$ cat src/rtl/hazard_stall_ctrl_if.sv
// rtl/hazard_stall_ctrl_if.sv - hazard/stall controller signal bundle
interface hazard_stall_ctrl_if #(
    parameter int CNT_WIDTH = 16
);
    logic [4:0]           ID_RSaddr_i;
    logic [4:0]           ID_RTaddr_i;
    logic [4:0]           EX_RDaddr_i;
    logic                 EX_MemRead_i;
    logic                 branch_taken_i;
    logic                 mem_req_i;
    logic                 mem_ack_i;
    logic                 PCWrite_o;
    logic                 IFID_write_o;
    logic                 IFID_flush_o;
    logic                 IDEX_bubble_o;
    logic                 pipe_hold_o;
    logic                 err_o;
    logic [1:0]           state_o;
    logic [CNT_WIDTH-1:0] stall_cnt_o;
    logic [CNT_WIDTH-1:0] flush_cnt_o;

    // Pipeline side: supplies hazard sources, consumes stage enables.
    modport master (
        output ID_RSaddr_i, ID_RTaddr_i, EX_RDaddr_i, EX_MemRead_i,
               branch_taken_i, mem_req_i, mem_ack_i,
        input  PCWrite_o, IFID_write_o, IFID_flush_o, IDEX_bubble_o,
               pipe_hold_o, err_o, state_o, stall_cnt_o, flush_cnt_o
    );

    // Controller side.
    modport slave (
        input  ID_RSaddr_i, ID_RTaddr_i, EX_RDaddr_i, EX_MemRead_i,
               branch_taken_i, mem_req_i, mem_ack_i,
        output PCWrite_o, IFID_write_o, IFID_flush_o, IDEX_bubble_o,
               pipe_hold_o, err_o, state_o, stall_cnt_o, flush_cnt_o
    );
endinterface

$ cat src/rtl/hazard_stall_ctrl.sv
// rtl/hazard_stall_ctrl.sv - pipeline stall/flush sequencer with memory watchdog
module hazard_stall_ctrl #(
    parameter int MEM_TIMEOUT = 255,
    parameter int CNT_WIDTH   = 16
) (
    input  logic              clk_i,
    input  logic              rst_i,
    hazard_stall_ctrl_if.slave bus
);
    typedef enum logic [1:0] {
        ST_RUN      = 2'b00,
        ST_MEM_WAIT = 2'b01,
        ST_ERROR    = 2'b10
    } state_t;

    state_t               state_q, state_d;
    logic [9:0]           wait_cnt_q, wait_cnt_d;
    logic [CNT_WIDTH-1:0] stall_cnt_q, flush_cnt_q;

    logic load_use, mem_stall;
    logic pc_write, ifid_write, ifid_flush, idex_bubble, pipe_hold;
    // Un-acked cycles including the current one, for the watchdog compare.
    logic [10:0] wait_now;

    assign load_use  = bus.EX_MemRead_i && (bus.EX_RDaddr_i != 5'd0) &&
                       ((bus.EX_RDaddr_i == bus.ID_RSaddr_i) ||
                        (bus.EX_RDaddr_i == bus.ID_RTaddr_i));
    assign mem_stall = bus.mem_req_i && !bus.mem_ack_i;
    assign wait_now  = (state_q == ST_RUN) ? 11'd1 : ({1'b0, wait_cnt_q} + 11'd1);

    // Next-state and enable decode; reset forces a safe bubble pattern.
    always_comb begin
        state_d     = state_q;
        wait_cnt_d  = wait_cnt_q;
        pc_write    = 1'b1;
        ifid_write  = 1'b1;
        ifid_flush  = 1'b0;
        idex_bubble = 1'b0;
        pipe_hold   = 1'b0;
        case (state_q)
            ST_RUN, ST_MEM_WAIT: begin
                if (mem_stall) begin
                    pc_write   = 1'b0;
                    ifid_write = 1'b0;
                    pipe_hold  = 1'b1;
                    if (wait_now == 11'(MEM_TIMEOUT)) begin
                        state_d = ST_ERROR;
                    end else begin
                        state_d    = ST_MEM_WAIT;
                        wait_cnt_d = wait_now[9:0];
                    end
                end else begin
                    state_d    = ST_RUN;
                    wait_cnt_d = 10'd0;
                    if (load_use) begin
                        pc_write    = 1'b0;
                        ifid_write  = 1'b0;
                        idex_bubble = 1'b1;
                    end else if (bus.branch_taken_i) begin
                        ifid_flush = 1'b1;
                    end
                end
            end
            default: begin
                pc_write   = 1'b0;
                ifid_write = 1'b0;
                pipe_hold  = 1'b1;
            end
        endcase
        if (rst_i) begin
            pc_write    = 1'b0;
            ifid_write  = 1'b0;
            ifid_flush  = 1'b0;
            idex_bubble = 1'b1;
            pipe_hold   = 1'b0;
        end
    end

    // FSM state and watchdog counter.
    always_ff @(posedge clk_i or posedge rst_i) begin
        if (rst_i) begin
            state_q    <= ST_RUN;
            wait_cnt_q <= 10'd0;
        end else begin
            state_q    <= state_d;
            wait_cnt_q <= wait_cnt_d;
        end
    end

    // Saturating debug counters; ERROR cycles are not stalls worth counting.
    always_ff @(posedge clk_i or posedge rst_i) begin
        if (rst_i) begin
            stall_cnt_q <= '0;
            flush_cnt_q <= '0;
        end else begin
            if (!pc_write && (state_q != ST_ERROR) && (stall_cnt_q != '1))
                stall_cnt_q <= stall_cnt_q + 1'b1;
            if (ifid_flush && (flush_cnt_q != '1))
                flush_cnt_q <= flush_cnt_q + 1'b1;
        end
    end

    assign bus.PCWrite_o     = pc_write;
    assign bus.IFID_write_o  = ifid_write;
    assign bus.IFID_flush_o  = ifid_flush;
    assign bus.IDEX_bubble_o = idex_bubble;
    assign bus.pipe_hold_o   = pipe_hold;
    assign bus.err_o         = (state_q == ST_ERROR);
    assign bus.state_o       = state_q;
    assign bus.stall_cnt_o   = stall_cnt_q;
    assign bus.flush_cnt_o   = flush_cnt_q;
endmodule

$ cat src/flat_wrapper.sv
// flat-port wrapper written by rule: the top's interface ports become plain ports
module hazard_stall_ctrl_flat 
#(
    parameter int MEM_TIMEOUT = 255,
    parameter int CNT_WIDTH   = 16
)
  (clk_i, rst_i, bus_ID_RSaddr_i, bus_ID_RTaddr_i, bus_EX_RDaddr_i, bus_EX_MemRead_i, bus_branch_taken_i, bus_mem_req_i, bus_mem_ack_i, bus_PCWrite_o, bus_IFID_write_o, bus_IFID_flush_o, bus_IDEX_bubble_o, bus_pipe_hold_o, bus_err_o, bus_state_o, bus_stall_cnt_o, bus_flush_cnt_o);
  hazard_stall_ctrl_if #(.CNT_WIDTH(CNT_WIDTH)) bus_i ();
  input  logic clk_i;
  input  logic rst_i;
  input wire logic [$bits(bus_i.ID_RSaddr_i)-1:0] bus_ID_RSaddr_i;
  input wire logic [$bits(bus_i.ID_RTaddr_i)-1:0] bus_ID_RTaddr_i;
  input wire logic [$bits(bus_i.EX_RDaddr_i)-1:0] bus_EX_RDaddr_i;
  input wire logic [$bits(bus_i.EX_MemRead_i)-1:0] bus_EX_MemRead_i;
  input wire logic [$bits(bus_i.branch_taken_i)-1:0] bus_branch_taken_i;
  input wire logic [$bits(bus_i.mem_req_i)-1:0] bus_mem_req_i;
  input wire logic [$bits(bus_i.mem_ack_i)-1:0] bus_mem_ack_i;
  output wire logic [$bits(bus_i.PCWrite_o)-1:0] bus_PCWrite_o;
  output wire logic [$bits(bus_i.IFID_write_o)-1:0] bus_IFID_write_o;
  output wire logic [$bits(bus_i.IFID_flush_o)-1:0] bus_IFID_flush_o;
  output wire logic [$bits(bus_i.IDEX_bubble_o)-1:0] bus_IDEX_bubble_o;
  output wire logic [$bits(bus_i.pipe_hold_o)-1:0] bus_pipe_hold_o;
  output wire logic [$bits(bus_i.err_o)-1:0] bus_err_o;
  output wire logic [$bits(bus_i.state_o)-1:0] bus_state_o;
  output wire logic [$bits(bus_i.stall_cnt_o)-1:0] bus_stall_cnt_o;
  output wire logic [$bits(bus_i.flush_cnt_o)-1:0] bus_flush_cnt_o;
  assign bus_i.ID_RSaddr_i = bus_ID_RSaddr_i;
  assign bus_i.ID_RTaddr_i = bus_ID_RTaddr_i;
  assign bus_i.EX_RDaddr_i = bus_EX_RDaddr_i;
  assign bus_i.EX_MemRead_i = bus_EX_MemRead_i;
  assign bus_i.branch_taken_i = bus_branch_taken_i;
  assign bus_i.mem_req_i = bus_mem_req_i;
  assign bus_i.mem_ack_i = bus_mem_ack_i;
  assign bus_PCWrite_o = bus_i.PCWrite_o;
  assign bus_IFID_write_o = bus_i.IFID_write_o;
  assign bus_IFID_flush_o = bus_i.IFID_flush_o;
  assign bus_IDEX_bubble_o = bus_i.IDEX_bubble_o;
  assign bus_pipe_hold_o = bus_i.pipe_hold_o;
  assign bus_err_o = bus_i.err_o;
  assign bus_state_o = bus_i.state_o;
  assign bus_stall_cnt_o = bus_i.stall_cnt_o;
  assign bus_flush_cnt_o = bus_i.flush_cnt_o;
  hazard_stall_ctrl #(.MEM_TIMEOUT(MEM_TIMEOUT), .CNT_WIDTH(CNT_WIDTH)) u_core (.clk_i(clk_i), .rst_i(rst_i), .bus(bus_i));
endmodule
$ cat config.mk
export PLATFORM = sky130hd
export DESIGN_NAME = hazard_stall_ctrl_flat
export DESIGN_NICKNAME = d
export VERILOG_FILES = /design/src/rtl/hazard_stall_ctrl_if.sv /design/src/rtl/hazard_stall_ctrl.sv /design/src/flat_wrapper.sv
export SDC_FILE = /design/constraint.sdc
export NUM_CORES = 1
export LEC_CHECK = 0
export CORE_ASPECT_RATIO = 1.4
export CORE_MARGIN = 2
export CORE_UTILIZATION = 54
export CTS_CLUSTER_DIAMETER = 100
export DETAILED_ROUTE_END_ITERATION = 7
export PLACE_DENSITY = 0.93
export SKIP_CTS_REPAIR_TIMING = 1
export SLEW_MARGIN = 20
export SYNTH_ARGS = -nofsm -noshare
export SYNTH_HDL_FRONTEND = slang
export SYNTH_SLANG_ARGS = --single-unit
$ cat constraint.sdc
create_clock -name clk_i -period 7.1 [get_ports clk_i]
set_input_delay 1.775 -clock clk_i [delete_from_list [all_inputs] [get_ports clk_i]]
set_output_delay 1.775 -clock clk_i [all_outputs]
set_load 0.005 [all_outputs]
==> summary.md <==
The clock tree synthesis step divided the H-tree into 2 levels. The run gives 0 as the initial antenna violation count. The tools report the final count of pins violating max slew as 0. The cell count of the worst hold path is 1. For the worst-skew pair, the clock arrives at the later sink with an insertion delay of 0.30 ns. Headroom to the max-slew limit came out at 59.3%. After synthesis, the share of flip-flops with an asynchronous set or reset is 100%. A synthesized cell averages 9.46 um^2. Clock-pin slew was measured on the worst setup and hold paths at 0.08 ns. Dividing the final minimum period by the clock period gives 83.4%. The number of storage elements in the synthesis netlist works out to 44. The tools report the number of core rows as 29.

Between clock sinks in the finished design, the worst skew comes to 0.00546 ns. The final layout contains 358 nets. In the post-synthesis netlist, the biggest area contributors are sky130_fd_sc_hd__dfrtp_1 (42%), sky130_fd_sc_hd__xnor2_1 (8.4%), sky130_fd_sc_hd__xor2_1 (5.4%), sky130_fd_sc_hd__nand3_1 (4.4%), sky130_fd_sc_hd__nand2_1 (3.6%). The worst setup path is captured at an output port.

For the pin with the worst max-slew slack, the measured transition is 0.610 ns. Final count of hold timing violations: 0. The flow ran to the end, and the final reports show no timing, DRC or antenna violations.

The synthesized design devotes to its leading area cell type 42.3% of total area. The layout has 340 filler cells. The average wire per cell in the routed design is 16.2 um, and the worst reg-to-reg path cell count is 6. The tree built by TritonCTS fans out to 44 sinks. The global placement routability congestion is 0.937. The critical path startpoint category is an input pin. The total wire length after detailed routing is 6410 um, and the cell leakage power is 1.35 nW. The detail route stage leaves a number of antenna-violating nets equal to 0. The most common cell in the synthesized netlist is sky130_fd_sc_hd__dfrtp_1.

The clock tree root driver cell was sky130_fd_sc_hd__clkbuf_8. Entering global routing, the biggest net connects 45 pins. The run gives 42.3% as the sequential element share of the synthesized area. In the synthesized netlist, the cells that appear most often are sky130_fd_sc_hd__dfrtp_1 (44), sky130_fd_sc_hd__nand2_1 (25), sky130_fd_sc_hd__xnor2_1 (25), sky130_fd_sc_hd__nand3_1 (23), sky130_fd_sc_hd__xor2_1 (16). The tools report the overall power as 0.000780 W. Setup repair after global routing left no endpoint under its margin. TritonCTS built the clock tree. The number of setup violations in the final report came out at 0. In the global route stage, overall resource usage came out at 25.0%. For the number of detailed-route iterations in the first pass, the log shows 4. The maximum vdd ir drop is 0.211 mV, and the Yosys warning count is 0. The number of global-route vias before repair is 2261, and the maximum count of clock buffers along a single path is 2.

The final period demand of the worst path was 5.92 ns. Kind of critical path: input pin to output port. The number of different library cells used by synthesis comes to 48. Power spread over the standard cell area amounts to 232 nW/um^2. The tool flagged a number of max-cap violations equal to 0. The number of nets in the synthesized netlist is 300. The number of antenna diodes is 0, and the area of the die is 5400 um^2. The top fanout value on the critical path is 28. The slack of the worst reg-to-reg path was 4.32 ns.

The share of layout cells above drive strength 1 is 6.29%, and the core occupancy in the finished layout is 73.5%. Die height: 86.1 um. The via total after detailed routing came out at 2346. The number of clock buffers added by TritonCTS is 5.

Post-synthesis instance area: 2600 um^2. The effective utilization at floorplan was 56.9%; the final setup TNS was 0 ns. The most area-hungry cell type in the Yosys netlist was sky130_fd_sc_hd__dfrtp_1. Maximum achievable frequency: 169 MHz. The reg-to-reg critical path startpoint was u_core.bus.state_o[1]. The tightest min-delay check is of the flip-flop to flip-flop type. Compared with the post-synthesis result, the final layout area differs by 29.1%.

Among all flip-flop cells after synthesis, the most frequent one is sky130_fd_sc_hd__dfrtp_1. The tools report the worst hold path startpoint as u_core.bus.stall_cnt_o[9]. The number of synthesized flops with an enable pin is 0. After the first detailed-routing iteration, the DRC count stood at 206. For the worst hold slack, the log shows 0.489 ns. Detailed placement HPWL: 4580 um.

In this run the tool buffered the top-level ports with 60 buffer cells. Synthesis produced a netlist whose cell count is 275. The capture endpoint of the worst hold path is u_core.bus.stall_cnt_o[9].

Dividing the detail-routed via count by the number of cells gives 5.92. The floorplan step defined a core boundary enclosing 4570 um^2. The first global-routing pass estimated 10600 um of wire.

For this design the top-level I/O count stands at 61. The endpoint identified for the worst register-to-register timing path is u_core.wait_cnt_q[4]. After global routing the overflow that remains totals 0.

For the required arrival time at the worst endpoint, the log shows 5.33 ns. Data arrives at the worst endpoint at 4.15 ns. For the post-route DRC violation count, the log shows 0.

Measured along the x axis, the die boundary spans 62.7 um.
-- area by class of cell --
type	count	area (um^2)	area share, %
well taps	62	77.6	2.31
clock buffers	5	68.8	2.05
inverters	6	22.5	0.670
clock inverters	3	42.5	1.27
flip-flops and latches	44	1100	32.8
multi-input cells	214	1430	42.6
repair buffers	62	616	18.3
-- worst max-delay path, cell delays in order --
cell	delay, ns
sky130_fd_sc_hd__clkdlybuf4s50_1	0.46
sky130_fd_sc_hd__or4_1	0.54
sky130_fd_sc_hd__o21a_1	0.23
sky130_fd_sc_hd__a21boi_2	0.15
sky130_fd_sc_hd__buf_4	0.28
sky130_fd_sc_hd__and2_1	0.18
sky130_fd_sc_hd__clkdlybuf4s50_1	0.52
-- stage by stage --
| stage | instances | setup WS [ns] | area (um^2) |
|---|---|---|---|
| floorplan | 275 | 1.97 | 2600 |
| global placement | 388 | 1.26 | 3250 |
| detailed placement | 388 | 1.20 | 3250 |
| CTS | 396 | 1.18 | 3360 |
| global route | 396 | 1.13 | 3360 |
| finish | 396 | 1.18 | 3360 |
-- placed cells by master, fill, tap and decap left out, drive strengths merged, types with 4 or more instances in the layout --
master,n
clkdlybuf4s50,60
dfrtp,44
xnor2,25
nand2,25
nand3,24
xor2,16
o21ai,12
nor2,11
nor4,10
and3,8
nor3,8
nand4,8
and4,6
inv,6
and2,5
clkbuf,5
mux2,5
nand4b,4
ha,4
or4,4
-- power by group --
group / total, W / internal [W] / switching (W)
Sequential: 0.000360 / 0.000296 / 0.0000640
Combinational: 0.000225 / 0.000141 / 0.0000844
Clock: 0.000194 / 0.000104 / 0.0000904
Total: 0.000780 / 0.000541 / 0.000239
-- routing by layer --
metal | wire length [um] | track usage, % | vias to the layer above | share of wire, %
met5 | 0 | 0 | - | 0
li1 | - | - | 1108 | -
met3 | 252 | 4.20 | 17 | 3.9
met1 | 2570 | 30.1 | 1143 | 40
met4 | 163 | 10.9 | 0 | 2.5
met2 | 3420 | 44.0 | 78 | 53
-- worst max path at each step --
stage,slack [ns],start,end,depth (start not counted)
6_report,1.18,bus_EX_RDaddr_i[0],bus_IFID_flush_o,7
5_1_grt,1.13,bus_EX_RDaddr_i[0],bus_IFID_flush_o,7
4_1_cts,1.18,bus_EX_RDaddr_i[0],bus_IFID_flush_o,7
3_5_place_dp,1.20,bus_EX_RDaddr_i[0],bus_IFID_flush_o,7
3_3_place_gp,1.26,bus_EX_RDaddr_i[0],bus_IFID_flush_o,7
2_1_floorplan,1.97,bus_EX_RDaddr_i[0],bus_IFID_flush_o,5
-- registers in the layout, indices dropped and copies added (netlist names) --
| name | flops |
|---|---|
| u_core.bus.flush_cnt_o | 16 |
| u_core.bus.stall_cnt_o | 16 |
| u_core.wait_cnt_q | 10 |
| u_core.bus.state_o | 2 |
-- logic make-up after synthesis --
kind of cell,share of synthesized area (%)
AND/OR/NAND/NOR,27.0
flip-flops,42.3
XOR/XNOR,13.8
AO/OA/AOI/OAI,9.90
buffers and inverters,2.79
multiplexers,2.31
adder cells (fa/ha/maj),1.92
Note: power is estimated with default switching activity, not from simulation.
